**src/rtl/id_decode_stage_pkg.sv**
```systemverilog
// rtl/id_decode_stage_pkg.sv - RV32I decode definitions: widths, opcodes, aluop codes, immediate formats
//
// Shared by the decode stage, its immediate generator and the ID/EX interface.
// Contents: data/immediate/funct3 widths, base opcodes, aluop encodings,
// immediate-format select enum and the packed decoded-control record.

package id_decode_stage_pkg;

    localparam int REG_DATA_WIDTH = 32;
    localparam int IMM_WIDTH      = 32;
    localparam int FUNCT3_WIDTH   = 3;

    localparam logic [6:0] OPC_RTYPE  = 7'b0110011;
    localparam logic [6:0] OPC_OPIMM  = 7'b0010011;
    localparam logic [6:0] OPC_LOAD   = 7'b0000011;
    localparam logic [6:0] OPC_STORE  = 7'b0100011;
    localparam logic [6:0] OPC_BRANCH = 7'b1100011;
    localparam logic [6:0] OPC_JAL    = 7'b1101111;
    localparam logic [6:0] OPC_JALR   = 7'b1100111;
    localparam logic [6:0] OPC_LUI    = 7'b0110111;
    localparam logic [6:0] OPC_AUIPC  = 7'b0010111;

    localparam logic [1:0] ALUOP_ADDR   = 2'b00;
    localparam logic [1:0] ALUOP_BRANCH = 2'b01;
    localparam logic [1:0] ALUOP_RTYPE  = 2'b10;
    localparam logic [1:0] ALUOP_ITYPE  = 2'b11;

    typedef enum logic [2:0] {
        IMM_NONE,
        IMM_I,
        IMM_S,
        IMM_B,
        IMM_U,
        IMM_J
    } imm_fmt_e;

    typedef struct packed {
        logic [1:0] aluop;
        logic       alusrc;
        logic       op1_pc;
        logic       inst30;
        logic       regwrite;
        logic       memread;
        logic       memwrite;
        logic       memtoreg;
        logic       branch;
        logic       jump;
        logic       illegal;
    } ctrl_t;

    // Load widths that exist in RV32I: lb, lh, lw, lbu, lhu.
    function automatic logic load_funct3_ok(input logic [FUNCT3_WIDTH-1:0] f3);
        return (f3 == 3'b000) || (f3 == 3'b001) || (f3 == 3'b010) ||
               (f3 == 3'b100) || (f3 == 3'b101);
    endfunction

endpackage

```
**src/rtl/id_decode_stage_if.sv**
```systemverilog
// rtl/id_decode_stage_if.sv - ID/EX handshake and ALU-control bundle
//
// master: decode stage (drives out_valid and all decoded fields, receives out_ready)
// slave : execute stage (drives out_ready, receives everything else)

interface id_decode_stage_if
    import id_decode_stage_pkg::*;
#(
    parameter int XLEN = REG_DATA_WIDTH
);
    logic                    out_valid;
    logic                    out_ready;
    logic [XLEN-1:0]         out_pc;
    logic [1:0]              aluop;
    logic                    alusrc;
    logic                    op1_pc;
    logic                    inst30;
    logic [FUNCT3_WIDTH-1:0] funct3;
    logic [IMM_WIDTH-1:0]    immediate;
    logic [4:0]              rs1;
    logic [4:0]              rs2;
    logic [4:0]              rd;
    logic                    regwrite;
    logic                    memread;
    logic                    memwrite;
    logic                    memtoreg;
    logic                    branch;
    logic                    jump;
    logic                    illegal;

    modport master (
        output out_valid, out_pc, aluop, alusrc, op1_pc, inst30, funct3, immediate,
               rs1, rs2, rd, regwrite, memread, memwrite, memtoreg, branch, jump, illegal,
        input  out_ready
    );

    modport slave (
        input  out_valid, out_pc, aluop, alusrc, op1_pc, inst30, funct3, immediate,
               rs1, rs2, rd, regwrite, memread, memwrite, memtoreg, branch, jump, illegal,
        output out_ready
    );

endinterface

```
**src/rtl/id_decode_stage_imm_gen.sv**
```systemverilog
// rtl/id_decode_stage_imm_gen.sv - combinational RV32I immediate generator
//
// Ports:
//   instr_hi in  instr[31:7] (the opcode bits play no part in immediate assembly)
//   fmt      in  immediate format select
//   imm      out sign-extended / upper immediate, zero for IMM_NONE

module id_decode_stage_imm_gen
    import id_decode_stage_pkg::*;
(
    input  logic [31:7]          instr_hi,
    input  imm_fmt_e             fmt,
    output logic [IMM_WIDTH-1:0] imm
);

    logic sign;
    assign sign = instr_hi[31];

    always_comb begin
        imm = '0;
        case (fmt)
            IMM_I: imm = {{20{sign}}, instr_hi[31:20]};
            IMM_S: imm = {{20{sign}}, instr_hi[31:25], instr_hi[11:7]};
            IMM_B: imm = {{19{sign}}, sign, instr_hi[7], instr_hi[30:25], instr_hi[11:8], 1'b0};
            IMM_U: imm = {instr_hi[31:12], 12'b0};
            IMM_J: imm = {{11{sign}}, sign, instr_hi[19:12], instr_hi[20], instr_hi[30:21], 1'b0};
            default: imm = '0;
        endcase
    end

endmodule

```
**src/rtl/id_decode_stage.sv**
```systemverilog
// rtl/id_decode_stage.sv - RV32I decode stage with one-entry ID/EX register
//
// Ports:
//   clk, rst       clock (rising edge), asynchronous active-high reset
//   in_valid       fetch presents instr/pc
//   in_ready       stage can accept this cycle
//   instr, pc      instruction word and its address
//   flush          kill held and incoming instruction
//   ex             ID/EX bundle (master side): out_valid/out_ready plus decoded fields
//   illegal_count  saturating count of loaded illegal instructions

module id_decode_stage
    import id_decode_stage_pkg::*;
#(
    parameter int XLEN      = REG_DATA_WIDTH,
    parameter int CNT_WIDTH = 8
) (
    input  logic                 clk,
    input  logic                 rst,
    input  logic                 in_valid,
    output logic                 in_ready,
    input  logic [31:0]          instr,
    input  logic [XLEN-1:0]      pc,
    input  logic                 flush,
    id_decode_stage_if.master    ex,
    output logic [CNT_WIDTH-1:0] illegal_count
);

    logic [6:0]              opcode;
    logic [FUNCT3_WIDTH-1:0] f3;
    logic [6:0]              funct7;
    ctrl_t                   dec;
    imm_fmt_e                fmt;
    logic                    rs1_zero;
    logic                    legal;
    logic [IMM_WIDTH-1:0]    imm_w;
    logic                    load;

    logic                    valid_q;
    logic [XLEN-1:0]         pc_q;
    ctrl_t                   ctl_q;
    logic [FUNCT3_WIDTH-1:0] f3_q;
    logic [IMM_WIDTH-1:0]    imm_q;
    logic [4:0]              rs1_q;
    logic [4:0]              rs2_q;
    logic [4:0]              rd_q;
    logic [CNT_WIDTH-1:0]    cnt_q;

    assign opcode = instr[6:0];
    assign f3     = instr[14:12];
    assign funct7 = instr[31:25];

    id_decode_stage_imm_gen u_imm_gen (
        .instr_hi (instr[31:7]),
        .fmt      (fmt),
        .imm      (imm_w)
    );

    always_comb begin
        dec      = '0;
        fmt      = IMM_NONE;
        rs1_zero = 1'b0;
        legal    = 1'b1;
        case (opcode)
            OPC_RTYPE: begin
                dec.aluop    = ALUOP_RTYPE;
                dec.inst30   = instr[30];
                dec.regwrite = 1'b1;
            end
            OPC_OPIMM: begin
                dec.alusrc   = 1'b1;
                dec.regwrite = 1'b1;
                fmt          = IMM_I;
                if (f3 == 3'b001 || f3 == 3'b101) begin
                    // Shift-immediate reuses the R-type ALU path; instr[30] picks srai.
                    dec.aluop  = ALUOP_RTYPE;
                    dec.inst30 = instr[30];
                    legal      = (funct7 == 7'b0000000) ||
                                 (funct7 == 7'b0100000 && f3 == 3'b101);
                end else begin
                    // instr[30] is immediate data here, never a sub select.
                    dec.aluop = ALUOP_ITYPE;
                end
            end
            OPC_LOAD: begin
                dec.aluop    = ALUOP_ADDR;
                dec.alusrc   = 1'b1;
                dec.memread  = 1'b1;
                dec.memtoreg = 1'b1;
                dec.regwrite = 1'b1;
                fmt          = IMM_I;
                legal        = load_funct3_ok(f3);
            end
            OPC_STORE: begin
                dec.aluop    = ALUOP_ADDR;
                dec.alusrc   = 1'b1;
                dec.memwrite = 1'b1;
                fmt          = IMM_S;
                legal        = (f3 <= 3'b010);
            end
            OPC_BRANCH: begin
                dec.aluop  = ALUOP_BRANCH;
                dec.branch = 1'b1;
                fmt        = IMM_B;
                legal      = (f3 != 3'b010) && (f3 != 3'b011);
            end
            OPC_JAL: begin
                dec.aluop    = ALUOP_ADDR;
                dec.op1_pc   = 1'b1;
                dec.alusrc   = 1'b1;
                dec.jump     = 1'b1;
                dec.regwrite = 1'b1;
                fmt          = IMM_J;
            end
            OPC_JALR: begin
                dec.aluop    = ALUOP_ADDR;
                dec.alusrc   = 1'b1;
                dec.jump     = 1'b1;
                dec.regwrite = 1'b1;
                fmt          = IMM_I;
                legal        = (f3 == 3'b000);
            end
            OPC_LUI: begin
                // Executed as x0 + imm, so rs1 must read as zero.
                dec.aluop    = ALUOP_ADDR;
                dec.alusrc   = 1'b1;
                dec.regwrite = 1'b1;
                rs1_zero     = 1'b1;
                fmt          = IMM_U;
            end
            OPC_AUIPC: begin
                dec.aluop    = ALUOP_ADDR;
                dec.op1_pc   = 1'b1;
                dec.alusrc   = 1'b1;
                dec.regwrite = 1'b1;
                fmt          = IMM_U;
            end
            default: legal = 1'b0;
        endcase

        // An illegal instruction still travels down the pipe, but must not
        // change architectural state.
        if (!legal) begin
            dec.illegal  = 1'b1;
            dec.regwrite = 1'b0;
            dec.memread  = 1'b0;
            dec.memwrite = 1'b0;
            dec.branch   = 1'b0;
            dec.jump     = 1'b0;
        end
    end

    // Flush keeps the stage accepting so a killed instruction is consumed.
    assign in_ready = !rst && (!valid_q || ex.out_ready || flush);
    assign load     = in_valid && in_ready && !flush;

    always_ff @(posedge clk or posedge rst) begin
        if (rst) begin
            valid_q <= 1'b0;
            pc_q    <= '0;
            ctl_q   <= '0;
            f3_q    <= '0;
            imm_q   <= '0;
            rs1_q   <= '0;
            rs2_q   <= '0;
            rd_q    <= '0;
            cnt_q   <= '0;
        end else begin
            if (flush) begin
                valid_q <= 1'b0;
            end else if (load) begin
                valid_q <= 1'b1;
                pc_q    <= pc;
                ctl_q   <= dec;
                f3_q    <= f3;
                imm_q   <= imm_w;
                rs1_q   <= rs1_zero ? 5'd0 : instr[19:15];
                rs2_q   <= instr[24:20];
                rd_q    <= instr[11:7];
            end else if (ex.out_ready) begin
                valid_q <= 1'b0;
            end

            if (load && dec.illegal && (cnt_q != {CNT_WIDTH{1'b1}})) begin
                cnt_q <= cnt_q + CNT_WIDTH'(1);
            end
        end
    end

    assign ex.out_valid   = valid_q;
    assign ex.out_pc      = pc_q;
    assign ex.aluop       = ctl_q.aluop;
    assign ex.alusrc      = ctl_q.alusrc;
    assign ex.op1_pc      = ctl_q.op1_pc;
    assign ex.inst30      = ctl_q.inst30;
    assign ex.funct3      = f3_q;
    assign ex.immediate   = imm_q;
    assign ex.rs1         = rs1_q;
    assign ex.rs2         = rs2_q;
    assign ex.rd          = rd_q;
    assign ex.regwrite    = ctl_q.regwrite;
    assign ex.memread     = ctl_q.memread;
    assign ex.memwrite    = ctl_q.memwrite;
    assign ex.memtoreg    = ctl_q.memtoreg;
    assign ex.branch      = ctl_q.branch;
    assign ex.jump        = ctl_q.jump;
    assign ex.illegal     = ctl_q.illegal;
    assign illegal_count  = cnt_q;

endmodule

```
**src/flat_wrapper.sv**
```systemverilog
// flat-port wrapper written by rule: the top's interface ports become plain ports
module id_decode_stage_flat import id_decode_stage_pkg::*;
#(
    parameter int XLEN      = REG_DATA_WIDTH,
    parameter int CNT_WIDTH = 8
)
  (clk, rst, in_valid, in_ready, instr, pc, flush, illegal_count, ex_out_valid, ex_out_pc, ex_aluop, ex_alusrc, ex_op1_pc, ex_inst30, ex_funct3, ex_immediate, ex_rs1, ex_rs2, ex_rd, ex_regwrite, ex_memread, ex_memwrite, ex_memtoreg, ex_branch, ex_jump, ex_illegal, ex_out_ready);
  id_decode_stage_if #(.XLEN(XLEN)) ex_i ();
  input  logic clk;
  input  logic rst;
  input  logic in_valid;
  output logic in_ready;
  input  logic [31:0] instr;
  input  logic [XLEN-1:0] pc;
  input  logic flush;
  output logic [CNT_WIDTH-1:0] illegal_count;
  output wire logic [$bits(ex_i.out_valid)-1:0] ex_out_valid;
  output wire logic [$bits(ex_i.out_pc)-1:0] ex_out_pc;
  output wire logic [$bits(ex_i.aluop)-1:0] ex_aluop;
  output wire logic [$bits(ex_i.alusrc)-1:0] ex_alusrc;
  output wire logic [$bits(ex_i.op1_pc)-1:0] ex_op1_pc;
  output wire logic [$bits(ex_i.inst30)-1:0] ex_inst30;
  output wire logic [$bits(ex_i.funct3)-1:0] ex_funct3;
  output wire logic [$bits(ex_i.immediate)-1:0] ex_immediate;
  output wire logic [$bits(ex_i.rs1)-1:0] ex_rs1;
  output wire logic [$bits(ex_i.rs2)-1:0] ex_rs2;
  output wire logic [$bits(ex_i.rd)-1:0] ex_rd;
  output wire logic [$bits(ex_i.regwrite)-1:0] ex_regwrite;
  output wire logic [$bits(ex_i.memread)-1:0] ex_memread;
  output wire logic [$bits(ex_i.memwrite)-1:0] ex_memwrite;
  output wire logic [$bits(ex_i.memtoreg)-1:0] ex_memtoreg;
  output wire logic [$bits(ex_i.branch)-1:0] ex_branch;
  output wire logic [$bits(ex_i.jump)-1:0] ex_jump;
  output wire logic [$bits(ex_i.illegal)-1:0] ex_illegal;
  input wire logic [$bits(ex_i.out_ready)-1:0] ex_out_ready;
  assign ex_out_valid = ex_i.out_valid;
  assign ex_out_pc = ex_i.out_pc;
  assign ex_aluop = ex_i.aluop;
  assign ex_alusrc = ex_i.alusrc;
  assign ex_op1_pc = ex_i.op1_pc;
  assign ex_inst30 = ex_i.inst30;
  assign ex_funct3 = ex_i.funct3;
  assign ex_immediate = ex_i.immediate;
  assign ex_rs1 = ex_i.rs1;
  assign ex_rs2 = ex_i.rs2;
  assign ex_rd = ex_i.rd;
  assign ex_regwrite = ex_i.regwrite;
  assign ex_memread = ex_i.memread;
  assign ex_memwrite = ex_i.memwrite;
  assign ex_memtoreg = ex_i.memtoreg;
  assign ex_branch = ex_i.branch;
  assign ex_jump = ex_i.jump;
  assign ex_illegal = ex_i.illegal;
  assign ex_i.out_ready = ex_out_ready;
  id_decode_stage #(.XLEN(XLEN), .CNT_WIDTH(CNT_WIDTH)) u_core (.clk(clk), .rst(rst), .in_valid(in_valid), .in_ready(in_ready), .instr(instr), .pc(pc), .flush(flush), .ex(ex_i), .illegal_count(illegal_count));
endmodule
```
**config.mk**
```make
export PLATFORM = sky130hd
export DESIGN_NAME = id_decode_stage_flat
export DESIGN_NICKNAME = d
export VERILOG_FILES = /design/src/rtl/id_decode_stage_pkg.sv /design/src/rtl/id_decode_stage_if.sv /design/src/rtl/id_decode_stage_imm_gen.sv /design/src/rtl/id_decode_stage.sv /design/src/flat_wrapper.sv
export SDC_FILE = /design/constraint.sdc
export NUM_CORES = 1
export LEC_CHECK = 0
export BUFFER_PORTS_ARGS = -buffer_cell sky130_fd_sc_hd__clkbuf_2
export CAP_MARGIN = 5
export CORE_ASPECT_RATIO = 1.2
export CORE_MARGIN = 2
export CORE_UTILIZATION = 39
export DETAILED_ROUTE_END_ITERATION = 8
export GPL_TIMING_DRIVEN = 0
export PLACE_DENSITY = 0.71
export SYNTH_ARGS = -nofsm -noshare
export SYNTH_HDL_FRONTEND = slang
export SYNTH_SLANG_ARGS = --single-unit
export TNS_END_PERCENT = 1
```
**constraint.sdc**
```tcl
create_clock -name clk -period 4.4 [get_ports clk]
set_input_delay 0.66 -clock clk [delete_from_list [all_inputs] [get_ports clk]]
set_output_delay 0.66 -clock clk [all_outputs]
set_load 0.02 [all_outputs]
```
==> impl_metrics.json, run 1 <==
{
  "critPathMaxFanout": 10,
  "clock_tree.buffer_depth": 2,
  "fin_crit_ps": 2100,
  "track_usage_pct": 20.8,
  "clk_latency_ps": 340,
  "power.density_nw_per_um2": 428,
  "endpoint_kind": "flop",
  "power.static_leakage_nw": 3.15,
  "dp_hpwl_um": 9700,
  "io_pins": 173,
  "relSlewSlack_pct": 51.8,
  "place_congestion": 0.895,
  "ys_ff_latch": 103,
  "start_kind": "input pin",
  "yosysSeqAreaShare_pct": 57.3,
  "grt_overflow": 0,
  "clk_pin_slew_ps": 70,
  "syn_area_per_cell_um2": 9.43,
  "grt_pass1_vias": 3969,
  "drcViolationCount": 0,
  "post_cts_buffers": 0,
  "cts_sinks": 103,
  "routed_via_density": 4.93,
  "finalSetupViolCount": 0,
  "grt_pass1_wl_um": 20000,
  "hold_buffers": 0,
  "setup-tns-final_ps": 0,
  "wl_per_cell_um": 15.5,
  "yosysWarnings": 0,
  "drv_cap": 0,
  "regArea_um2": 2580,
  "die_y_um": 122,
  "peakVddDrop_v": 0.000231,
  "syn_to_final_growth_pct": 31.9,
  "cts_tree": "built",
  "syn_inst": 477,
  "worstPathRequired_ps": 4650,
  "fmax_ghz": 0.476,
  "synthArstFlopShare_pct": 100,
  "drt_pre_antenna_iters": 4,
  "wl_um": 12700,
  "netlist-cell-type-count": 50,
  "cts_root_buf": "clkbuf_16",
  "skew_ps": 5.09,
  "final_layout_size_suffix_gt1_share_pct": 32.0,
  "cts_max_level": 3,
  "synth_fp_nets": 547,
  "outcome": "finished clean",
  "ant_nets": 0,
  "multiInputGateArea_um2": 1750,
  "portBuffers": 171,
  "fin_crit_sh_pct": 47.8,
  "rows": 42,
  "timing_hold_violations_final": 0,
  "nets": 730,
  "crit_arrival_ps": 2350,
  "grt_max_degree": 58,
  "cts_buffers": 9,
  "post_dp_cell_area_um2": 5580,
  "netlist_area_um2": 4500,
  "rsz0062_at_grt": "no",
  "fillers": 1063,
  "core_area_um2": 11100,
  "cts_resized": 0,
  "dr.first_iter.drc_count": 136,
  "synth_area_leaders": "dfrtp_1 57%, nand2_1 15%, a21oi_1 2.7%",
  "synth_edf_count": 0,
  "drv_slew": 0,
  "final_area_um2": 5930,
  "path_class": "in2reg",
  "synth_top_area_cell": "dfrtp_1",
  "worstMarginPinSlew_ps": 720,
  "num_antenna_cells": 0,
  "hold_path.class": "in2async",
  "synth_top_cell_area_share_pct": 57.3,
  "synthFlopType": "dfrtp_1",
  "die-area_um2": 12400,
  "dieWidth_um": 102,
  "antenna_found_initial": 0,
  "start_util_pct": 40.4,
  "routed-via-count": 4041
}
==> cell usage in the layout (no fill, tap or decap), types with 5 or more instances in the layout <==
master	synthesis	layout
a21o_1	9	9
a21oi_1	24	24
a22o_1	7	7
a22oi_1	5	5
buf_1	8	8
clkbuf_1	12	12
clkbuf_16	0	9
clkbuf_2	0	171
dfrtp_1	103	103
inv_1	7	6
nand2_1	182	182
nand3_1	14	14
nor2_1	13	13
o21ai_0	23	23
o31ai_1	5	5
xnor2_1	6	6
==> critical path: stages <==
cell	delay, ps
clkbuf_2	100
buf_2	230
nand2b_4	100
nor2_1	570
o31ai_4	170
clkbuf_1	250
o21ai_0	250
==> cell families after synthesis <==
family,count (synthesis),synth area share (%)
AOI/OAI and AO/OA,89,12.9
xor gates and xnor gates,7,1.36
and+or+nand+nor,237,23.1
buffers and inverters,35,3.67
muxes,5,1.34
adders and majority gates,1,0.278
DFF,103,57.3
==> power by group <==
| part | internal [mW] | switching, mW | total (mW) | leakage, nW |
|---|---|---|---|---|
| sequential | 1.05 | 0.0703 | 1.12 | 1.34 |
| combinational | 0.169 | 0.315 | 0.485 | 1.64 |
| clock | 0.576 | 0.357 | 0.932 | 0.167 |
| total | 1.80 | 0.743 | 2.54 | 3.15 |
==> through the flow <==
step | std cells | util (%) | setup WS (ps) | total power [mW] | hold WS [ps]
finish | 819 | 53.2 | 2300 | 2.54 | 413
global route | 819 | 53.2 | 2130 | 2.66 | 475
global placement | 802 | 49.8 | -114 | 1.61 | 456
CTS | 819 | 53.2 | 2270 | 2.57 | 430
floorplan | 477 | - | 1040 | 1.42 | 583
detailed placement | 803 | 50.0 | 1930 | 1.63 | 456
==> routing by layer <==
layer,vias up,GRT usage (%),part of all wire (%)
met3,24,3.96,6.2
met1,1912,26.2,42
met4,0,8.83,2.3
li1,1959,-,-
met5,-,0,0
met2,146,34.8,49
==> cells in the mapped netlist, drive strengths merged, types with 6 or more instances <==
cell      n
a21oi    24
inv       7
a21o      9
nand3    14
buf      16
clkbuf   12
a22o      7
dfrtp   103
nand2   183
nor2     13
o31ai     6
o21ai    27
xnor2     6
==> cell type report <==
type                       instances  area share (%)
inverter                           7           0.485
clock inverter                     6            1.96
sequential                       103            43.5
clock buffer                      10            4.03
timing repair buffer             172            14.9
tap                              154            3.25
multi-input combinational        339            29.6
buffer                            28            2.34
==> path summary, 6_finish.rpt <==
| check | from | to | slack, ps | cells after the start |
|---|---|---|---|---|
| max in group asynchronous | rst | u_core.ex.out_pc[19] | 3300 | 3 |
| min in group clk | u_core.ex.rs1[2] | u_core.ex.rs1[2] | 470 | 2 |
| setup / recovery | instr[5] | u_core.ex.immediate[23] | 2300 | 7 |
| hold reg to reg | u_core.ex.rs1[2] | u_core.ex.rs1[2] | 470 | 2 |
| setup reg to reg | u_core.ex.out_valid | u_core.ex.memread | 2440 | 6 |
| hold / removal | rst | u_core.ex.out_valid | 410 | 2 |
==> sequential cells by signal, indices dropped and copies added, names as in the netlist <==
register and count:
u_core.ex.inst30 1, u_core.ex.memread 1, u_core.ex.rs2 5, u_core.ex.branch 1, u_core.ex.rs1 5, u_core.ex.regwrite 1
u_core.ex.funct3 3, u_core.ex.memtoreg 1, u_core.ex.out_pc 32, u_core.ex.illegal 1, u_core.ex.jump 1, u_core.illegal_count 8
u_core.ex.out_valid 1, u_core.ex.immediate 32, u_core.ex.rd 5, u_core.ex.alusrc 1, u_core.ex.aluop 2, u_core.ex.memwrite 1
u_core.ex.op1_pc 1
Note: power is estimated with default switching activity, not from simulation.
==> run 2: changes to the inputs <==
ABC_AREA = 1   (was not set)
PLACE_DENSITY = 0.73   (was 0.71)
clock period = 1.71 ns   (was 4.4 ns; I/O delays follow)
==> impl_metrics.json, run 2 <==
{
  "grt_overflow": 0,
  "dieWidth_um": 105,
  "synth_fp_nets": 648,
  "syn_to_final_growth_pct": 32.2,
  "routed-via-count": 4418,
  "drcViolationCount": 0,
  "hold_depth": 3,
  "r2r_end": "u_core.illegal_count[0]",
  "syn_area_per_cell_um2": 8.30,
  "final_layout_size_suffix_gt1_share_pct": 33.1,
  "fin_crit_ps": 1560,
  "holdWs_ps": 108,
  "synthTopCellsByCount": "264 x nand2_1, 103 x dfrtp_1, 31 x nor2_1",
  "netlist-cell-type-count": 35,
  "worstRegToRegCells": 7,
  "critPathMaxFanout": 9,
  "worstPathRequired_ps": 2000,
  "synth_area_leaders": "dfrtp_1 54%, nand2_1 21%, o21ai_0 2.6%",
  "num_antenna_cells": 0,
  "ys_ff_latch": 103,
  "synthArstFlopShare_pct": 100,
  "path_class": "reg2reg",
  "swShare_pct": 29.7,
  "pwr-share-comb_pct": 20.1,
  "nets": 835,
  "io_pins": 173,
  "cts_root_buf": "clkbuf_16",
  "mostFrequentLayoutCell": "nand2_1",
  "crit_arrival_ps": 1850,
  "synth_top_area_cell": "dfrtp_1",
  "endpoint_kind": "flop",
  "fmax_ghz": 0.641,
  "yosysSeqAreaShare_pct": 53.7,
  "dr.first_iter.drc_count": 238,
  "start_util_pct": 39.8,
  "cts_max_level": 3,
  "reg2reg_from": "u_core.illegal_count[0]",
  "relSlewSlack_pct": 37.0,
  "switching_power_mw": 1.96,
  "fin_cells": 931,
  "final_area_um2": 6340,
  "portBuffers": 172,
  "wl_um": 13800,
  "clk_latency_ps": 340,
  "die_y_um": 126,
  "drv_cap": 0,
  "hold_path.class": "in2reg",
  "start_kind": "flop",
  "skew_ps": 5.38,
  "rsz0062_at_grt": "no",
  "netlist_area_um2": 4800,
  "syn_inst": 578,
  "core_area_um2": 12100,
  "holdPathEnd": "u_core.ex.out_pc[21]",
  "drv_slew": 0,
  "track_usage_pct": 21.9,
  "cts_buffers": 9,
  "setup-tns-final_ps": 0,
  "outcome": "finished clean",
  "clock_tree.buffer_depth": 2,
  "antenna_found_initial": 0,
  "drt_pre_antenna_iters": 6,
  "intPower_mw": 4.64,
  "power.static_leakage_nw": 3.63,
  "yosysWarnings": 0,
  "ant_nets": 0,
  "yosysMostFrequentCell": "nand2_1",
  "fin_crit_sh_pct": 91.3,
  "synthFlopType": "dfrtp_1",
  "synth_top_cell_area_share_pct": 53.7,
  "routed_via_density": 4.75,
  "place_congestion": 0.871,
  "grt_pass1_wl_um": 22900,
  "post_dp_cell_area_um2": 5950,
  "pwr-share-clk_pct": 36.0,
  "grt_max_degree": 42,
  "dp.cells": 913,
  "worstMarginPinSlew_ps": 939,
  "final_cell_mix": "263 x nand2_1, 172 x clkbuf_2, 103 x dfrtp_1",
  "finalSetupViolCount": 0,
  "die-area_um2": 13200,
  "clk_pin_slew_ps": 70,
  "p_seq_share_pct": 44.0,
  "peakVddDrop_v": 0.000677,
  "synth_edf_count": 0,
  "dp_hpwl_um": 10200,
  "power.density_nw_per_um2": 1040,
  "cts_tree": "built",
  "timing_hold_violations_final": 0,
  "cts_sinks": 103,
  "rows": 44,
  "grt_pass1_vias": 4424,
  "total_power_mw": 6.60,
  "hold_path.startpoint": "pc[21]",
  "wl_per_cell_um": 14.8,
  "regToRegSetupSlack_ps": 150
}
run 2: cell count changes in the layout (fill, tap and decap cells not counted), moves of 17 or more:
cell	change
a21oi_1	-20
nand2_1	+81
nor2_1	+17
inv_1	+20
run 2: worst max-delay path by stage:
| stage | from | end | cells after the start |
|---|---|---|---|
| 6_report | u_core.illegal_count[0] | u_core.illegal_count[0] | 7 |
| 5_1_grt | u_core.ex.out_valid | u_core.ex.funct3[1] | 7 |
| 4_1_cts | u_core.illegal_count[0] | u_core.illegal_count[2] | 7 |
| 3_5_place_dp | rst | u_core.ex.immediate[19] | 9 |
| 3_3_place_gp | rst | u_core.ex.op1_pc | 7 |
| 2_1_floorplan | rst | u_core.ex.illegal | 9 |
run 2: metrics by stage:
| step | setup WS (ps) | utilization [%] |
|---|---|---|
| 6_report | 149 | 52.6 |
| 5_1_grt | 8.42 | 52.6 |
| 4_1_cts | 26.7 | 52.5 |
| 3_5_place_dp | -643 | 49.4 |
| 3_3_place_gp | -2040 | 49.0 |
| 2_1_floorplan | -1010 | - |
run 2: power by group through the flow:
stage | sequential, mW | clock (mW) | combinational [mW]
after floorplan | 3.27 | 0 | 0.451
after global placement | 2.93 | 0 | 1.30
after detailed placement | 2.94 | 0 | 1.33
after CTS | 2.90 | 2.42 | 1.34
after global routing | 2.94 | 2.53 | 1.46
final | 2.90 | 2.37 | 1.32
run 2: logic make-up (layout without fill, tap and decap cells):
group	count (synthesis)	in the layout	share of synthesized area (%)
and+or+nand+nor	351	351	32.0
DFF	103	103	53.7
buffers and inverters	61	253	5.73
AOI/OAI and AO/OA	56	56	7.19
xor gates and xnor gates	6	6	1.09
adders and majority gates	1	1	0.261
run 2: critical path, cell delays in order (launching register included):
cell,delay [ps]
dfrtp_1,440
ha_1,230
nand3_1,170
nor2_4,170
nand3_4,150
nand4_4,190
nand2_1,80
nand2_1,60
run 2: layout make-up:
cell class                 count  area (um2)
buffer                        25         185
fill                        1195        5710
clock inverter                 5         104
timing repair inverter         1        5.00
inverter                      36         139
sequential                   103        2580
timing repair buffer         175         911
clock buffer                  11         243
tap                          161         201
multi-input combinational    414        1980
run 2: what timing repair did:
action,CTS,global route
setup endpoints to repair,104,8
buffers inserted,0,0
hold endpoints to repair,18,0
gates cloned,1,0
hold buffers,1,0
resized for setup,3,3
run 2: layer usage:
layer,track usage (%),vias up,wire length [um]
li1,-,2194,-
met1,29.5,2069,6200
met2,36.5,138,6710
met3,3.13,17,634
met4,6.90,0,244
met5,0,-,0
==> run 3: changes to the inputs <==
REMOVE_ABC_BUFFERS = 1   (was not set)
TNS_END_PERCENT = not set   (was 1)
==> impl_metrics.json, run 3 (same netlist as run 2, synthesis figures left out) <==
{
  "ant_nets": 0,
  "crit_buf_inv": 3,
  "holdWs_ps": -85.6,
  "drv_slew": 0,
  "pwr-share-comb_pct": 20.9,
  "dr.first_iter.drc_count": 207,
  "grt_pass1_wl_um": 22000,
  "path_class": "reg2reg",
  "grt_pass1_vias": 4279,
  "dieWidth_um": 105,
  "switching_power_mw": 2.02,
  "clock_tree.buffer_depth": 2,
  "cts_root_buf": "clkbuf_16",
  "endpoint_kind": "flop",
  "regToRegSetupSlack_ps": 130,
  "grt_max_degree": 61,
  "start_kind": "flop",
  "drt_pre_antenna_iters": 5,
  "cts_tree": "built",
  "start_util_pct": 39.8,
  "crit_end": "u_core.illegal_count[1]",
  "antenna_found_initial": 0,
  "wl_per_cell_um": 14.7,
  "clk_latency_ps": 340,
  "place_congestion": 0.806,
  "drv_cap": 0,
  "p_seq_share_pct": 45.4,
  "final_cell_mix": "263 x nand2_1, 172 x clkbuf_2, 103 x dfrtp_1",
  "crit_family": "simple AND/OR/NAND/NOR gates",
  "cts_buffers": 9,
  "startpoint": "u_core.ex.out_valid",
  "track_usage_pct": 20.9,
  "skew_ps": 7.93,
  "routed_via_density": 4.85,
  "post-route-util_pct": 52.4,
  "cpPeakStageDelay_ps": 380,
  "cts_sinks": 103,
  "core_area_um2": 12100,
  "rows": 44,
  "path_common_cell": "nand2_1",
  "clk_pin_slew_ps": 80,
  "timing_hold_violations_final": 43,
  "routed-via-count": 4430,
  "critPathMaxFanout": 22,
  "worstMarginPinSlew_ps": 529,
  "violations": "hold timing",
  "fin_crit_sh_pct": 92.3,
  "reg2reg_from": "u_core.ex.out_valid",
  "power.static_leakage_nw": 3.62,
  "nets": 818,
  "worstPathRequired_ps": 1950,
  "pwr-share-clk_pct": 33.8,
  "crit_arrival_ps": 1820,
  "fin_crit_ps": 1580,
  "intPower_mw": 4.36,
  "die_y_um": 126,
  "io_pins": 173,
  "grt_overflow": 0,
  "power.density_nw_per_um2": 1010,
  "hold_path.class": "in2async",
  "final_area_um2": 6310,
  "fin_cells": 914,
  "relSlewSlack_pct": 64.5,
  "portBuffers": 172,
  "post_dp_cell_area_um2": 5790,
  "swShare_pct": 31.7,
  "cp_num_cells": 9,
  "path_cells": "nand3b_1 > nand2_1 > inv_4 > nand2_8 > buf_16 > inv_16 > nand4_4 > nand2_1 > nand2_1",
  "final_layout_size_suffix_gt1_share_pct": 32.7,
  "die-area_um2": 13200,
  "rsz0062_at_grt": "yes",
  "mostFrequentLayoutCell": "nand2_1",
  "dp_hpwl_um": 8530,
  "finalSetupViolCount": 0,
  "crit_slowest_cell": "dfrtp_1",
  "fmax_ghz": 0.634,
  "worstRegToRegCells": 9,
  "drcViolationCount": 0,
  "dp.cells": 888,
  "wl_um": 13400,
  "cts_max_level": 3,
  "total_power_mw": 6.39,
  "outcome": "finished, violations left",
  "peakVddDrop_v": 0.000647,
  "r2r_end": "u_core.illegal_count[1]",
  "syn_to_final_growth_pct": 31.6,
  "num_antenna_cells": 0
}
run 3: changes by cell type in the layout (fill, tap and decap cells not counted), moves of 3 or more:
cell / previous run / this run
buf_2: 4 / 0
buf_4: 9 / 3
buf_6: 4 / 0
clkbuf_1: 4 / 0
clkbuf_4: 3 / 0
inv_6: 1 / 6
run 3: worst min-delay path by stage:
| stage | slack (ps) | cells past startpoint | end | startpoint |
|---|---|---|---|---|
| final | -90 | 2 | u_core.ex.out_pc[20] | rst |
| after global routing | -80 | 2 | u_core.ex.out_pc[20] | rst |
| after floorplan | 370 | 2 | u_core.ex.funct3[0] | instr[12] |
| after CTS | -80 | 2 | u_core.ex.out_pc[23] | rst |
| after detailed placement | 350 | 2 | u_core.ex.out_pc[19] | rst |
| after global placement | 450 | 3 | u_core.ex.out_pc[17] | pc[17] |
run 3: stage by stage:
stage / setup TNS (ps) / setup WS [ps]
after floorplan: -590470 / -5120
after global placement: -1017870 / -8330
after detailed placement: -92710 / -1460
after CTS: 0 / 33.0
after global routing: -4.78 / -4.78
final: 0 / 133
run 3: routing by layer:
layer	GRT usage [%]	vias to the layer above	part of all wire, %
met5	0	-	0
met4	7.14	0	2.4
met3	4.17	21	5.2
met2	35.2	147	49
met1	26.9	2098	43
li1	-	2164	-
run 3: power groups by stage:
| stage | clock network, mW | logic (mW) | registers (mW) |
|---|---|---|---|
| final | 2.16 | 1.33 | 2.90 |
| after global routing | 2.35 | 1.47 | 2.93 |
| after CTS | 2.21 | 1.34 | 2.90 |
| after detailed placement | 0 | 1.30 | 2.94 |
| after global placement | 0 | 1.26 | 2.94 |
| after floorplan | 0 | 0.426 | 3.27 |
run 3: what timing repair did:
action / CTS / global route
endpoints found under the setup margin: 84 / 55
setup buffers: 0 / 4
hold endpoints to repair: 43 / 43
gates cloned: 6 / 0
resized for setup: 11 / 4
run 3: cell type report:
cell class                 count  area (um2)
inverter                      36         159
tap                          161         201
sequential                   103        2580
multi-input combinational    416        2020
timing repair inverter         2        17.5
clock inverter                 6        73.8
timing repair buffer         180        1020
clock buffer                  10         239
fill                        1200        5740
